File: src/rtl/reg_file_pkg.sv
// reg_file_pkg: shared types and helpers for reg_file_mp (types do not depend on REG_FILE_PARITY_EN)
package reg_file_pkg;
  localparam int MAX_W = 1024;
  typedef enum logic [1:0] {IDLE, CLEAR, DONE} clr_state_t;
  typedef logic [MAX_W-1:0] word_t;
  typedef logic [MAX_W/8-1:0] be_t;
  // Helpers work on the widest word; callers zero-extend in and truncate out.
  function automatic word_t be_merge(word_t old, word_t data, be_t be);
    word_t r;
    for (int i = 0; i < MAX_W/8; i++) r[8*i +: 8] = be[i] ? data[8*i +: 8] : old[8*i +: 8];
    return r;
  endfunction
  function automatic logic parity(word_t w);
    return ^w;
  endfunction
endpackage

File: src/rtl/reg_file_rd_port.sv
// reg_file_rd_port: one registered read port with range check and write bypass
// Optional parity checking with REG_FILE_PARITY_EN.
module reg_file_rd_port
  import reg_file_pkg::*;
#(
  parameter int DATA_W = 32,
  parameter int DEPTH = 16,
  localparam int ADDR_W = $clog2(DEPTH)
) (
  input  logic              clk_i,
  input  logic              rstn_i,
  input  logic              en_i,
  input  logic [ADDR_W-1:0] addr_i,
  input  logic [DATA_W-1:0] entry_i,
`ifdef REG_FILE_PARITY_EN
  input  logic              entry_par_i,
  output logic              perr_o,
`endif
  input  logic              byp_en_i,
  input  logic [ADDR_W-1:0] byp_addr_i,
  input  logic [DATA_W-1:0] byp_data_i,
  input  logic [DATA_W/8-1:0] byp_be_i,
  output logic [DATA_W-1:0] data_o,
  output logic              valid_o
);
  logic in_range, byp;
  logic [DATA_W-1:0] merged;
  always_comb begin
    in_range = 32'(addr_i) < DEPTH;
    byp = byp_en_i && byp_addr_i == addr_i;
    merged = DATA_W'(be_merge(word_t'(entry_i), word_t'(byp_data_i), be_t'(byp_be_i)));
  end
  always_ff @(posedge clk_i or negedge rstn_i)
    if (!rstn_i) begin
      data_o <= '0;
      valid_o <= 1'b0;
`ifdef REG_FILE_PARITY_EN
      perr_o <= 1'b0;
`endif
    end else begin
      valid_o <= en_i;
      if (en_i) data_o <= !in_range ? '0 : byp ? merged : entry_i;
`ifdef REG_FILE_PARITY_EN
      perr_o <= en_i && in_range && !byp && parity(word_t'(entry_i)) != entry_par_i;
`endif
    end
endmodule

File: src/rtl/reg_file_mp.sv
// reg_file_mp: multi-read-port register file with byte enables, bypass and bulk clear
// Optional per-entry even parity and rd_perr_o with REG_FILE_PARITY_EN.
module reg_file_mp
  import reg_file_pkg::*;
#(
  parameter int DATA_W = 32,
  parameter int DEPTH = 16,
  parameter int NUM_RD = 2,
  localparam int ADDR_W = $clog2(DEPTH),
  localparam int BE_W = DATA_W/8
) (
  input  logic                     clk_i,
  input  logic                     rstn_i,
  input  logic                     wr_en_i,
  input  logic [ADDR_W-1:0]        wr_addr_i,
  input  logic [DATA_W-1:0]        wr_data_i,
  input  logic [BE_W-1:0]          wr_be_i,
  output logic                     wr_drop_o,
  input  logic [NUM_RD-1:0]        rd_en_i,
  input  logic [NUM_RD*ADDR_W-1:0] rd_addr_i,
  output logic [NUM_RD*DATA_W-1:0] rd_data_o,
  output logic [NUM_RD-1:0]        rd_valid_o,
`ifdef REG_FILE_PARITY_EN
  output logic [NUM_RD-1:0]        rd_perr_o,
`endif
  input  logic                     clr_req_i,
  output logic                     clr_busy_o,
  output logic                     clr_done_o
);
  clr_state_t state;
  logic [ADDR_W-1:0] ptr;
  logic [DATA_W-1:0] mem [DEPTH];
`ifdef REG_FILE_PARITY_EN
  logic [DEPTH-1:0] par;
`endif
  logic wr_in, we;
  logic [ADDR_W-1:0] w_addr;
  logic [DATA_W-1:0] w_data, w_word;
  logic [BE_W-1:0] w_be;
  // A clear cycle is just a full-width write of zero to the pointer entry.
  always_comb begin
    wr_in = 32'(wr_addr_i) < DEPTH;
    we = (state == IDLE && wr_en_i && wr_in) || state == CLEAR;
    w_addr = state == CLEAR ? ptr : wr_addr_i;
    w_data = state == CLEAR ? '0 : wr_data_i;
    w_be = state == CLEAR ? '1 : wr_be_i;
    w_word = DATA_W'(be_merge(word_t'(mem[w_addr]), word_t'(w_data), be_t'(w_be)));
  end
  always_ff @(posedge clk_i or negedge rstn_i)
    if (!rstn_i) begin
      for (int i = 0; i < DEPTH; i++) mem[i] <= '0;
`ifdef REG_FILE_PARITY_EN
      par <= '0;
`endif
    end else if (we) begin
      mem[w_addr] <= w_word;
`ifdef REG_FILE_PARITY_EN
      par[w_addr] <= parity(word_t'(w_word));
`endif
    end
  always_ff @(posedge clk_i or negedge rstn_i)
    if (!rstn_i) begin
      state <= IDLE;
      ptr <= '0;
      clr_busy_o <= 1'b0;
      clr_done_o <= 1'b0;
      wr_drop_o <= 1'b0;
    end else begin
      wr_drop_o <= wr_en_i && (!wr_in || state == CLEAR);
      clr_done_o <= 1'b0;
      case (state)
        IDLE: if (clr_req_i) begin
          state <= CLEAR;
          ptr <= '0;
          clr_busy_o <= 1'b1;
        end
        CLEAR: if (32'(ptr) == DEPTH-1) begin
          state <= DONE;
          ptr <= '0;
          clr_busy_o <= 1'b0;
          clr_done_o <= 1'b1;
        end else ptr <= ptr + 1'b1;
        default: state <= IDLE;
      endcase
    end
  for (genvar p = 0; p < NUM_RD; p++) begin : g_rd
    reg_file_rd_port #(.DATA_W(DATA_W), .DEPTH(DEPTH)) u_rd (
      .clk_i      (clk_i),
      .rstn_i     (rstn_i),
      .en_i       (rd_en_i[p]),
      .addr_i     (rd_addr_i[p*ADDR_W +: ADDR_W]),
      .entry_i    (mem[rd_addr_i[p*ADDR_W +: ADDR_W]]),
`ifdef REG_FILE_PARITY_EN
      .entry_par_i(par[rd_addr_i[p*ADDR_W +: ADDR_W]]),
      .perr_o     (rd_perr_o[p]),
`endif
      .byp_en_i   (we),
      .byp_addr_i (w_addr),
      .byp_data_i (w_data),
      .byp_be_i   (w_be),
      .data_o     (rd_data_o[p*DATA_W +: DATA_W]),
      .valid_o    (rd_valid_o[p])
    );
  end
endmodule
File: config.mk
export PLATFORM = sky130hd
export DESIGN_NAME = reg_file_mp
export DESIGN_NICKNAME = d
export VERILOG_FILES = /design/src/rtl/reg_file_pkg.sv /design/src/rtl/reg_file_rd_port.sv /design/src/rtl/reg_file_mp.sv
export SDC_FILE = /design/constraint.sdc
export NUM_CORES = 1
export LEC_CHECK = 0
export ABC_CLOCK_PERIOD_IN_PS = 3280
export BUFFER_PORTS_ARGS = -buffer_cell sky130_fd_sc_hd__buf_2
export CAP_MARGIN = 20
export CORE_ASPECT_RATIO = 1.75
export CORE_MARGIN = 2
export CORE_UTILIZATION = 45
export CTS_BUF_LIST = sky130_fd_sc_hd__clkbuf_16
export DETAILED_ROUTE_END_ITERATION = 8
export PLACE_DENSITY = 0.64
export SYNTH_ARGS = -nofsm -noshare
export SYNTH_HDL_FRONTEND = slang
export SYNTH_SLANG_ARGS = --single-unit
File: constraint.sdc
create_clock -name clk_i -period 3.28 [get_ports clk_i]
set_clock_uncertainty 0.2 [all_clocks]
set_input_delay 0.656 -clock clk_i [delete_from_list [all_inputs] [get_ports clk_i]]
set_output_delay 0.656 -clock clk_i [all_outputs]
set_load 0.005 [all_outputs]
### After elaboration in Yosys (flattened, before gate mapping)

Index checks and enable logic that the tools add are counted.

| cells by class | value |
|---|---|
| $add $sub $neg | 1 |
| magnitude comparators | 4 |
| equality and inequality tests | 6 |
| mux-type cells | 40 |
| bitwise gates (word level) | 3 |
| reduce and logical (&&, ||, !) cells | 11 |

Operators with widths:

| cell | count |
|---|---|
| 512-bit bitwise mux | 1 |
| 32-bit binary-select mux with 4-bit select | 3 |
| 32-bit 2-to-1 mux | 10 |
| 32-bit demux with 4-bit select | 1 |
| 8-bit 2-to-1 mux | 12 |
| 4-bit 2-to-1 mux | 4 |
| 5-bit >= comparator (second input constant) | 3 |
| 4-bit inverter with 5-bit output | 3 |
| 4-bit == test | 2 |
| 4-bit case mux with 2 select lines | 1 |
| 1-bit logical AND | 5 |
| 5-bit by 1-bit less-than comparator with 1-bit output (second input constant) | 1 |
| 4-bit by 1-bit adder with 4-bit output (second input constant) | 1 |
| 4-bit == test (second input constant) | 1 |
| 1-bit 2-to-1 mux | 4 |
| 2-bit 2-to-1 mux | 2 |
| 2-bit case mux with 2 select lines | 1 |
| 2-bit AND reduction | 2 |
| 3-bit AND reduction | 1 |
| 2-bit by 1-bit == test with 1-bit output (second input constant) | 1 |
| 2-bit logical NOT | 1 |
| 2-bit by 1-bit != test with 1-bit output (second input constant) | 1 |
| 2-bit != test (second input constant) | 1 |
| 1-bit case mux with 2 select lines | 1 |
| other kinds (2) | 2 |

| storage, ports and cells | value |
|---|---|
| register bits after elaboration | 587 |
| word-level logic and storage cells | 90 |

### Longest topological paths before layout

| depth | value |
|---|---|
| word-level depth | 8 |
| gate-level depth with buffers | 11 |
| gate-level depth less buffers | 7 |

### Hierarchy

Synthesis repeated with hierarchy kept, for this count alone.

| unflattened totals | value |
|---|---|
| cells, all modules | 3226 |
| area total of the unflattened synthesis | 37348.3 µm² |

Modules (own cells, without submodules):

| module | instances | cells each | area each (µm²) |
|---|---|---|---|
| reg_file_mp | 1 | 2812 | 33176.8 |
| reg_file_rd_port | 2 | 207 | 2085.8 |

### Least setup slack after synthesis

Ideal clock, no wire load.

| timing | value |
|---|---|
| path type | input-to-reg |
| from | input rd_addr_i[0] |
| to | register g_rd[0].u_rd.data_o[24] |
| arrival | 2.561 ns |
| required time | 2.943 ns |
| setup slack | 0.382 ns |
| cell stages on the path | 9 |
| path buffers | 4 |
| cells stage by stage | clkbuf_1 -> buf_2 -> buf_2 -> buf_2 -> mux4_2 -> mux2i_1 -> a221oi_1 -> a21oi_1 -> a21oi_1 |

| on the way | value |
|---|---|
| cells in the longest elaborated chain, start to end | 6 |
| elaborated cells on any way between the ends | 8 |
| those cells by class | eq/ne: 1; mux: 5; bitwise: 1; reduce/logical: 1 |

RTL lines:

| what | line | text |
|---|---|---|
| from (decl) | reg_file_mp.sv:20 | `input logic [NUM_RD*ADDR_W-1:0] rd_addr_i,` |
| 4-bit inverter with 5-bit output (implied by the code) | reg_file_mp.sv:92 | `.entry_i (mem[rd_addr_i[p*ADDR_W +: ADDR_W]]),` |
| 32-bit binary-select mux with 4-bit select | reg_file_mp.sv:92 |  |
| 32-bit 2-to-1 mux (implied by the code) (2 in a row) | reg_file_mp.sv:92 |  |
| 8-bit 2-to-1 mux | reg_file_pkg.sv:10 | `for (int i = 0; i < MAX_W/8; i++) r[8*i +: 8] = be[i] ? data[8*i +: 8] : old[8*i +: 8];` |
| 32-bit 2-to-1 mux (*) | reg_file_rd_port.sv:42 | `if (en_i) data_o <= !in_range ? '0 : byp ? merged : entry_i;` |
| to (signal assigned) | reg_file_rd_port.sv:42 |  |
| to (decl) | reg_file_rd_port.sv:23 | `output logic [DATA_W-1:0] data_o,` |

Mark *: on every way between the ends. The rest lies on a longest branch, timed or not. The select of a mux whose other input is x is not followed.
A chain may end at the register's enable or synchronous reset.

### Worst setup path in the final report

| timing | value |
|---|---|
| from | register state[0] |
| to | register mem[112] (netlist bit) |

| on the way | value |
|---|---|
| cells in the longest elaborated chain, start to end | 8 |
| elaborated cells on any way between the ends | 18 |
| those cells by class | order compare: 2; eq/ne: 1; mux: 10; bitwise: 1; reduce/logical: 4 |

RTL lines:

| what | line | text |
|---|---|---|
| from (decl) | reg_file_mp.sv:30 | `clr_state_t state;` |
| from (signal assigned) | reg_file_mp.sv:63 | `state <= IDLE;` |
| from (signal assigned) | reg_file_mp.sv:73 | `state <= CLEAR;` |
| from (signal assigned) | reg_file_mp.sv:78 | `state <= DONE;` |
| 2-bit by 1-bit == test with 1-bit output | - |  |
| 4-bit 2-to-1 mux | reg_file_mp.sv:44 | `w_addr = state == CLEAR ? ptr : wr_addr_i;` |
| 4-bit inverter with 5-bit output (implied by the code) | reg_file_mp.sv:47, reg_file_mp.sv:56 |  |
| 5-bit >= comparator (implied by the code) (tied with other cells) | reg_file_mp.sv:56 | `mem[w_addr] <= w_word;` |
| 1-bit logical AND (implied by the code) or 32-bit 2-to-1 mux (tied branches) | reg_file_mp.sv:56, reg_file_mp.sv:47 |  |
| 32-bit 2-to-1 mux (on tied branches) | reg_file_mp.sv:56, reg_file_mp.sv:47 |  |
| 32-bit demux with 4-bit select or 8-bit 2-to-1 mux (tied branches) | reg_file_mp.sv:56, reg_file_pkg.sv:10 |  |
| 512-bit bitwise mux | reg_file_mp.sv:56 |  |
| to (signal, indexed assignment) | reg_file_mp.sv:56 |  |
| to (decl) | reg_file_mp.sv:32 | `logic [DATA_W-1:0] mem [DEPTH];` |

Parallel ways exist; a longest one is shown, timed or not. The select of a mux whose other input is x is not followed.

==> impl_metrics.yaml <==
logic_synthesis:
  syn_area_mm2: 0.0370
  synthFlopType: "dfrtp_1"
  synth_enable_flop_cells: 0
  postSynth.asyncResetShare_pct: 100
  synth_fp_nets: 3408
  yosysTopAreaCell: "dfrtp_1"
  yosys.cell_types.count: 48
  synth_seq_area_share_pct: 39.7
  synth_largest_type_area_fraction_pct: 39.7
  synth_seq_cells: 587
  synthCells: 3353
  netlist_top_cells_count: "nand2_1 (607), dfrtp_1 (587), o221ai_1 (514)"
  avgSynthCellArea_um2: 11.0
  synth_most_common_cell: "nand2_1"
  yosysWarningCount: 0
  ys_top_cells_by_area: "dfrtp_1 (40%), mux4_2 (16%), o221ai_1 (12%)"
clock_tree:
  clockBufferDepth: 3
  clk_root_buffer_cell: "clkbuf_16"
  cts-buffers-inserted: 57
  clkLatencyLatePin_ns: 0.66
  clock_sink_count: 587
  cts.reportedPaths.clkPinSlew_ns: 0.06
  cts_max_level: 2
  postCtsSetupRepairBufs: 0
  clock_tree_from_tritoncts: "done"
routing:
  routed_wirelength_um: 148000
  avgRoutedWirePerCell_um: 32.3
  drc: 0
  initialDrtViolationCount: 4132
  routed_via_density: 7.30
  detail-route-antenna-nets: 0
  drtPass1Iterations: 5
  dr_total_vias: 33300
global_route:
  grtUsageTotal_pct: 35.1
  grt_util_met1_pct: 41.9
  grt-ovfl-total: 0
  grt_first_pass_wirelength_um: 220000
  antenna_violations_before_repair: 11
  grt.met2_usage_pct: 54.1
  largest_net_degree_at_the_start_of_global_routing: 88
  groute.layer.met3.usage_pct: 7.98
  grt-busiest-layer: "met2"
  vias_in_the_first_global_route: 33500
power:
  static-leakage-power_nw: 17.4
  pwr-share-seq_pct: 34.3
  cellInternalPower_mw: 20.7
  report.power.total_mw: 35.8
  vdd.ir_drop.worst_uv: 580
  powerDensity_mw_per_mm2: 849
  combinational_power_share_pct: 46.5
  sw_frac_of_total_pct: 42.2
  total_switching_power_mw: 15.1
  power.clock.fraction_pct: 19.3
min_path:
  worst_hold_path_type: "in2reg"
job:
  cap_viol_max_count: 0
floorplanning:
  core.rowCount: 139
  io_pins: 123
  floorplan.initialDensity_pct: 45.2
  coreArea_mm2: 0.0817
  die_area_mm2: 0.0846
  floorplan.die.width_um: 221
  y_dimension_of_the_die_um: 383
critical_path:
  regToRegSetupSlack_ns: 0.01
  critical_path.top_delay_family: "simple AND/OR/NAND/NOR gates"
  timing.critical_path.from_type: "register"
  critical_path.max_fanout: 10
  worstSetupEndpointType: "register"
  cp.arrival_ns: 3.61
  timing.setup.critical_path_class: "reg2reg"
  cp_data_required_time_ns: 3.62
  timing.critical_path.buf_inv: 1
  cpPeakStageDelay_ns: 0.69
  slowest_stage: "nand2_1"
  path_cells: "buf_4 > nor2b_1 > a21oi_1 > or2_2 > nor2_2 > nand2_1 > o221ai_1"
layout:
  post_route_cells_drive_above_1_share_pct: 23.6
  synthToLayoutAreaGrowth_pct: 14.0
  multi_input_comb_area_mm2: 0.0206
  register_area_mm2: 0.0147
  final_area_mm2: 0.0422
  fillCellCount: 7255
  finalNetCount: 3518
timing:
  setup_tns_ns: 0
  rsz0062_at_grt: "false"
  finalMaxSlewViolations: 0
  fmax_ghz: 0.306
  final_min_period_over_clock_period_pct: 99.7
  worst_slew_slack_as_a_fraction_of_its_limit_pct: 43.0
  timing.final.crit_period_ns: 3.27
  setup_viol: 0
  max_slew.worst_pin.slew_ns: 0.853
  final_hold_viol_count: 0
placed_design:
  placed_area_mm2: 0.0403
  gp_weighted_congestion: 0.906
  sum_of_net_half_perimeters_after_detailed_placement_um: 94400
  placement.io_buffers: 122
run_status:
  outcome: "completed"
-- logic make-up after synthesis --
group | after synthesis | synth area share, %
flops | 587 | 39.7
compound gates | 923 | 19.4
simple gates | 878 | 11.4
buf+inv | 374 | 4.78
fa+ha+maj | 1 | 0.0338
mux | 579 | 24.4
xor+xnor | 11 | 0.261
-- per-layer routing --
metal | share of wire [%] | wire, um
met1 | 34 | 50000
met2 | 46 | 68000
met3 | 10 | 15000
met4 | 9.8 | 14400
met5 | 0.054 | 79
-- cells in the final DEF, fill, tap and decap left out, types with 20 or more instances in the layout --
master,instances
a211oi_1,64
a21oi_1,132
a221oi_1,66
and3_1,32
buf_12,64
buf_2,113
buf_4,239
clkbuf_16,57
dfrtp_1,587
inv_1,20
mux2i_1,321
mux4_2,256
nand2_1,585
nand2_2,23
nand3_1,35
nor2_1,77
nor2b_1,68
nor4_4,32
o221ai_1,514
o22ai_1,126
-- registers in the layout (all words and copies together), names as in the netlist --
register / cells
clr_busy_o: 1
clr_done_o: 1
g_rd.u_rd.data_o: 64
g_rd.u_rd.valid_o: 2
mem: 512
ptr: 4
state: 2
wr_drop_o: 1
-- worst paths after layout --
kind	startpoint	to	depth (start not counted)
min in group asynchronous	rstn_i	mem[43]$_DFFE_PN0P_	2
worst min-delay path	clr_req_i	state[0]$_DFFE_PN0P_	3
worst max-delay path	state[0]$_DFFE_PN0P_	mem[112]$_DFFE_PN0P_	7
worst max register to register	state[0]$_DFFE_PN0P_	mem[112]$_DFFE_PN0P_	7
max in group asynchronous	rstn_i	g_rd[1].u_rd.data_o[21]$_DFFE_PN0P_	3
worst min register to register	g_rd[1].u_rd.data_o[30]$_DFFE_PN0P_	g_rd[1].u_rd.data_o[30]$_DFFE_PN0P_	2
-- timing repair --
action	4_1_cts	5_1_grt
hold buffers	1	0
hold endpoints to repair	39	0
gates resized for setup	0	0
endpoints found under the setup margin	0	0
-- power by group through the flow --
stage / Sequential, mW / Clock, mW / Combinational (mW)
6_report: 12.3 / 6.89 / 16.6
2_1_floorplan: 11.4 / 0 / 11.2
3_5_place_dp: 12.3 / 0 / 16.2
3_3_place_gp: 12.2 / 0 / 16.0
4_1_cts: 12.2 / 6.91 / 16.3
5_1_grt: 12.6 / 7.18 / 17.6
-- worst register-to-register path, cell delays in order, from the launching register on --
cell,delay (ns)
dfrtp_1,0.56
buf_4,0.25
nor2b_1,0.14
a21oi_1,0.07
or2_2,0.34
nor2_2,0.51
nand2_1,0.70
o221ai_1,0.41
-- final cells by class --
class | count | area share [%]
antenna | 3 | 0.0178
inverter | 3 | 0.0267
clock buffer | 57 | 3.38
timing repair buffer | 422 | 8.82
tap | 1057 | 3.14
multi-input combinational | 2392 | 48.8
clock inverter | 42 | 0.964
sequential | 587 | 34.8
-- stage by stage --
| stage | worst slack (ns) | hold slack (ns) | std cells | util [%] |
|---|---|---|---|---|
| final | 0.0111 | 0.0895 | 4563 | 51.6 |
| after global routing | 0.0383 | 0.0967 | 4562 | 51.6 |
| after CTS | 0.128 | 0.0803 | 4560 | 51.6 |
| after detailed placement | 0.130 | 0.308 | 4460 | 49.3 |
| after global placement | 0.188 | 0.294 | 4460 | 49.3 |
| after floorplan | 0.382 | 0.160 | 3353 | - |
Note: power is estimated with default switching activity, not from simulation.
